### src/rtl/lfsr_ctrl.sv
// ---------------------------------------------------------------------------
// lfsr_ctrl
//
// Sequence generator built around a 4-bit LFSR. A run is requested with
// start while idle; the controller then streams `len` LFSR values over a
// valid/ready handshake. The first value emitted is the loaded seed, and
// every accepted transfer advances the LFSR once.
//
// Optional feature (macro LFSR_CTRL_PERIOD_CHK_EN):
//   When defined, the loaded value is kept in a register. A sticky `wrap`
//   flag rises in the cycle after any LFSR step whose result equals that
//   loaded value. When undefined, `wrap` is tied low and neither the
//   register nor the comparator is built. The port list is the same in both
//   builds.
//
// Parameters:
//   LEN_W       width of len; the longest run is 2^LEN_W-1 values
//
// Ports:
//   clk         sole clock; all state changes on its rising edge
//   rst         synchronous active-high reset; has priority over everything
//   start       run request, sampled only in IDLE
//   seed[3:0]   initial LFSR value, captured when start is accepted
//   len         number of values to emit, captured when start is accepted
//   abort       ends the run early; acted on only in RUN
//   out_valid   out_data is valid (high throughout RUN)
//   out_ready   sink accepts out_data this cycle
//   out_data    current LFSR state (visible in every state)
//   busy        high whenever the FSM is not in IDLE
//   done        one-cycle pulse when a run completes normally
//   seed_fixed  the most recently captured seed was 0000 and was replaced
//   wrap        LFSR returned to the loaded value (period-check builds only)
//
// FSM states:
//   state | meaning
//   IDLE  | waiting for start; out_valid low
//   RUN   | streaming values; out_valid high
//   DONE  | single cycle with done high, then back to IDLE
// ---------------------------------------------------------------------------
module lfsr_ctrl #(
  parameter int LEN_W = 6
) (
  input  logic             clk,
  input  logic             rst,
  input  logic             start,
  input  logic [3:0]       seed,
  input  logic [LEN_W-1:0] len,
  input  logic             abort,
  output logic             out_valid,
  input  logic             out_ready,
  output logic [3:0]       out_data,
  output logic             busy,
  output logic             done,
  output logic             seed_fixed,
  output logic             wrap
);

  typedef enum logic [1:0] {
    IDLE = 2'd0,
    RUN  = 2'd1,
    DONE = 2'd2
  } state_t;

  state_t           state;
  state_t           state_nxt;

  logic [3:0]       lfsr;
  logic [3:0]       lfsr_step;
  logic [3:0]       seed_eff;
  logic [LEN_W-1:0] remain;
  logic             seed_fixed_q;

  logic             accept;
  logic             load;
  logic             xfer;
  logic             step_en;
  logic             last_xfer;

  // An all-zero state would lock the LFSR up, so a zero seed becomes 1111.
  assign seed_eff = (seed == 4'b0000) ? 4'b1111 : seed;

  // q0'=q3, q1'=q0^q3, q2'=q1, q3'=q2^q3
  assign lfsr_step = {lfsr[2] ^ lfsr[3], lfsr[1], lfsr[0] ^ lfsr[3], lfsr[3]};

  // ---------------------------------------------------------------------
  // Next-state and control decode
  // ---------------------------------------------------------------------
  always_comb begin
    state_nxt = state;
    accept    = 1'b0;
    load      = 1'b0;
    xfer      = 1'b0;
    step_en   = 1'b0;
    last_xfer = 1'b0;

    unique case (state)
      IDLE: begin
        if (start) begin
          accept = 1'b1;
          if (len == '0) begin
            state_nxt = DONE;
          end else begin
            load      = 1'b1;
            state_nxt = RUN;
          end
        end
      end

      RUN: begin
        xfer      = out_ready;
        last_xfer = out_ready && (remain == LEN_W'(1));
        // A transfer that coincides with abort is counted as consumed,
        // but the LFSR holds so out_data keeps showing that value.
        step_en   = out_ready && !abort;
        if (abort) begin
          state_nxt = IDLE;
        end else if (last_xfer) begin
          state_nxt = DONE;
        end
      end

      DONE: begin
        state_nxt = IDLE;
      end

      default: begin
        state_nxt = IDLE;
      end
    endcase
  end

  // ---------------------------------------------------------------------
  // State register and datapath
  // ---------------------------------------------------------------------
  always_ff @(posedge clk) begin
    if (rst) begin
      state        <= IDLE;
      lfsr         <= 4'b0000;
      remain       <= '0;
      seed_fixed_q <= 1'b0;
    end else begin
      state <= state_nxt;

      if (load) begin
        lfsr   <= seed_eff;
        remain <= len;
      end else begin
        if (xfer) begin
          remain <= remain - LEN_W'(1);
        end
        if (step_en) begin
          lfsr <= lfsr_step;
        end
      end

      // Zero-length requests still count as an accept for this flag.
      if (accept) begin
        seed_fixed_q <= (seed == 4'b0000);
      end
    end
  end

  // ---------------------------------------------------------------------
  // Period check
  // ---------------------------------------------------------------------
`ifdef LFSR_CTRL_PERIOD_CHK_EN
  logic [3:0] ref_val;
  logic       wrap_q;

  always_ff @(posedge clk) begin
    if (rst) begin
      ref_val <= 4'b0000;
      wrap_q  <= 1'b0;
    end else begin
      if (load) begin
        ref_val <= seed_eff;
      end
      if (accept) begin
        wrap_q <= 1'b0;
      end else if (step_en && (lfsr_step == ref_val)) begin
        wrap_q <= 1'b1;
      end
    end
  end

  assign wrap = wrap_q;
`else
  assign wrap = 1'b0;
`endif

  // ---------------------------------------------------------------------
  // Outputs
  // ---------------------------------------------------------------------
  assign out_valid  = (state == RUN);
  assign busy       = (state != IDLE);
  assign done       = (state == DONE);
  assign out_data   = lfsr;
  assign seed_fixed = seed_fixed_q;

endmodule

### config.mk
export PLATFORM = sky130hd
export DESIGN_NAME = lfsr_ctrl
export DESIGN_NICKNAME = d
export VERILOG_FILES = /design/src/rtl/lfsr_ctrl.sv
export SDC_FILE = /design/constraint.sdc
export NUM_CORES = 1
export LEC_CHECK = 0
export CAP_MARGIN = 20
export CORE_AREA = 2 2 47 45
export CTS_CLUSTER_DIAMETER = 200
export CTS_CLUSTER_SIZE = 30
export DETAILED_ROUTE_END_ITERATION = 10
export DIE_AREA = 0 0 49 47
export DONT_BUFFER_PORTS = 1
export PLACE_DENSITY_LB_ADDON = 0.25
export SLEW_MARGIN = 10
export SYNTH_ARGS = -nofsm -noshare
export SYNTH_HDL_FRONTEND = slang
export SYNTH_SLANG_ARGS = --single-unit
### constraint.sdc
create_clock -name clk -period 2.49 [get_ports clk]
set_input_delay 0.747 -clock clk [delete_from_list [all_inputs] [get_ports clk]]
set_output_delay 0.747 -clock clk [all_outputs]
set_load 0.02 [all_outputs]
==> flow_summary_export.csv <==
group,metric,value,unit
run_status,status,"completed",
floorplan,die_area,2300,sq um
route,num_vias,651,
clock_tree,clk_transition_reported_paths,80,ps
critical_path,path_buf_inv,0,
floorplan,rows,15,
grt,grt_start_max_net_pins,17,
floorplan,chipHeight,47,microns
cells_and_area,drive_gt1_share,20.9,%
min_path,hold_path.class,"flop to flop",
critical_path,r2r_start,"remain[1]",
timing,period_needed,1950,ps
grt,grt_pass1_vias,601,
grt,grt_antenna_before_repair,0,
timing,hold_viol_final,0,
grt,grt_usage,16.9,%
clock_tree,postCtsSetupBuffers,0,
route,drc,0,
cells_and_area,final_cell_mix,"dfxtp_1 (13), nor3_1 (7), nand2_1 (6)",
synth,ys.warnings.count,0,
floorplan,initial_core_util,42.7,%
pwr,ir_drop,0.259,mV
placed_design,dpl_cell_area,818,sq um
synth,postSynthCellCount,86,
synth,ys_seq_elements,13,
critical_path,r2r_setup_slack,1040,ps
timing,fin_skew,7.35,ps
placed_design,portBuffers,0,
pwr,power_density,579,nW/um^2
cells_and_area,diodes,0,
synth,yosysSeqAreaShare,33.5,%
critical_path,crit_path_end_kind,"output pin",
critical_path,reg2regPathDepth,6,
timing,rsz0062_at_grt,"false",
timing,slew_violations,0,
route,first_pass_iters,4,
route,routed_via_density,5.61,
clock_tree,cts_tree,"yes",
critical_path,max_stage_delay,490,ps
min_path,whs_path_depth,2,
timing,fin_tns_setup,0,ps
critical_path,critPathMaxFanout,8,
floorplan,ios,24,
floorplan,chipWidth,49,microns
route,wl_per_cell,14.6,microns
route,postRouteAntennaNets,0,
timing,max_freq,0.514,GHz
cells_and_area,layout.cells.most_common,"dfxtp_1",
placed_design,gp_congestion,0.761,
pwr,finalPower,0.489,mW
pwr,p_leak,0.286,nW
grt,grt_first_pass_wirelength,2750,microns
critical_path,slowest_stage,"nor2b_1",
timing,period_share,78.2,%
critical_path,crit_path_start_kind,"flop",
grt,grt.overflow.total,0,
cells_and_area,fillers,196,
route,dr.first_iter.drc_count,4,
synth,synth_area,777,sq um
synth,syn_nets,103,
clock_tree,hold_buffers,0,
clock_tree,cts-root-buf,"clkbuf_4",
critical_path,cp_top_family,"simple AND/OR/NAND/NOR gates",
timing,relSlewSlack,64.7,%
cells_and_area,nets,109,
critical_path,crit_chain,"nor2b_1",
floorplan,core_area,1820,sq um
critical_path,cp.arrival,1200,ps
cells_and_area,synthToLayoutAreaGrowth,8.70,%
clock_tree,cts_max_path_buffers,2,
min_path,min_to,"remain[4]",
synth,synth.avg_cell_area,9.03,sq um
placed_design,hpwlAfterDp,1320,microns
cells_and_area,post-route-cell-area,845,sq um
timing,setup_viol,0,
clock_tree,cts_resized,0,
min_path,min_from,"remain[4]",
clock_tree,insertion_delay,280,ps
route,drt_wl_total,1700,microns
clock_tree,cts_max_level,1,
clock_tree,cts.sinks,13,
clock_tree,numCtsBuffers,3,
critical_path,critPathKind,"flop to output pin",
critical_path,crit-reg2reg-capture,"remain[4]",
critical_path,critical_path_required,1740,ps
timing,worst_pin_slew,529,ps
flow_run,cap_violations,0,
synth,ys_types,35,
[final cells by class]
type | instances | area [sq um] | share of cell area [%]
multi-input combinational | 66 | 478 | 56.6
sequential | 13 | 260 | 30.8
timing repair buffer | 5 | 37.5 | 4.44
tap | 25 | 31.3 | 3.70
clock buffer | 4 | 26.3 | 3.11
inverter | 3 | 11.3 | 1.33
[cell families after synthesis]
kind of cell,synth area share (%)
and+or+nand+nor,27.2
AOI/OAI and AO/OA,22.5
DFF,33.5
buffers and inverters,4.99
xor gates and xnor gates,6.76
adders and majority gates,3.22
other,0.483
muxes,1.29
[cells in the mapped netlist]
master / instances / area (sq um)
or2_2: 1 / 6.26
nor2_1: 4 / 15.0
a2bb2oi_1: 2 / 17.5
o31ai_4: 1 / 21.3
o311ai_0: 1 / 8.76
a21oi_1: 3 / 15.0
inv_1: 3 / 11.3
a31oi_1: 4 / 25.0
buf_6: 1 / 11.3
a211oi_1: 2 / 15.0
xnor2_1: 4 / 35.0
nor3b_1: 1 / 7.51
buf_1: 1 / 3.75
a21oi_2: 3 / 26.3
buf_2: 1 / 5.00
dfxtp_1: 13 / 260
xor2_1: 2 / 17.5
a311oi_1: 3 / 26.3
or4_4: 1 / 11.3
nand3b_1: 1 / 7.51
nor2b_1: 2 / 12.5
nand2_1: 6 / 22.5
o21ai_0: 4 / 20.0
buf_4: 1 / 7.51
conb_1: 1 / 3.75
nor4_1: 3 / 18.8
nand2b_1: 1 / 6.26
mux2i_1: 1 / 10.0
ha_1: 2 / 25.0
nor3_1: 7 / 35.0
nand3_4: 1 / 17.5
and4bb_2: 1 / 12.5
or3_1: 1 / 6.26
nand3_2: 2 / 20.0
nor3b_2: 1 / 12.5
[stage by stage]
step / util (%) / setup slack, ps / instances / hold WS, ps
floorplan: - / 460 / 86 / 459
global placement: 44.9 / 380 / 112 / 470
detailed placement: 44.9 / 349 / 112 / 472
CTS: 46.4 / 524 / 116 / 485
global route: 46.4 / 417 / 116 / 498
finish: 46.4 / 543 / 116 / 483
[power breakdown]
part	switching [mW]	internal (mW)
clock	0.0714	0.0622
sequential	0.0279	0.225
combinational	0.0516	0.0513
[worst max path at each step]
stage                  start     endpoint  cells after the start  slack [ps]
finish              state[0]    out_valid                      1         540
CTS                 state[0]    out_valid                      1         520
global route        state[0]    out_valid                      1         420
global placement      len[2]  out_data[2]                      5         380
detailed placement    len[2]  out_data[0]                      5         350
floorplan             len[2]    remain[1]                      5         460
[layer usage]
metal / GRT usage [%] / vias up / share of wire (%)
met4: 9.71 / 0 / 1.1
li1: - / 327 / -
met5: 0 / - / 0
met3: 7.32 / 2 / 7.1
met2: 29.3 / 22 / 49
met1: 17.8 / 300 / 43
[flip-flops by register name, indices dropped and copies added (netlist names)]
name	cells
out_data	4
state	2
remain	6
seed_fixed	1
Note: power is estimated with default switching activity, not from simulation.
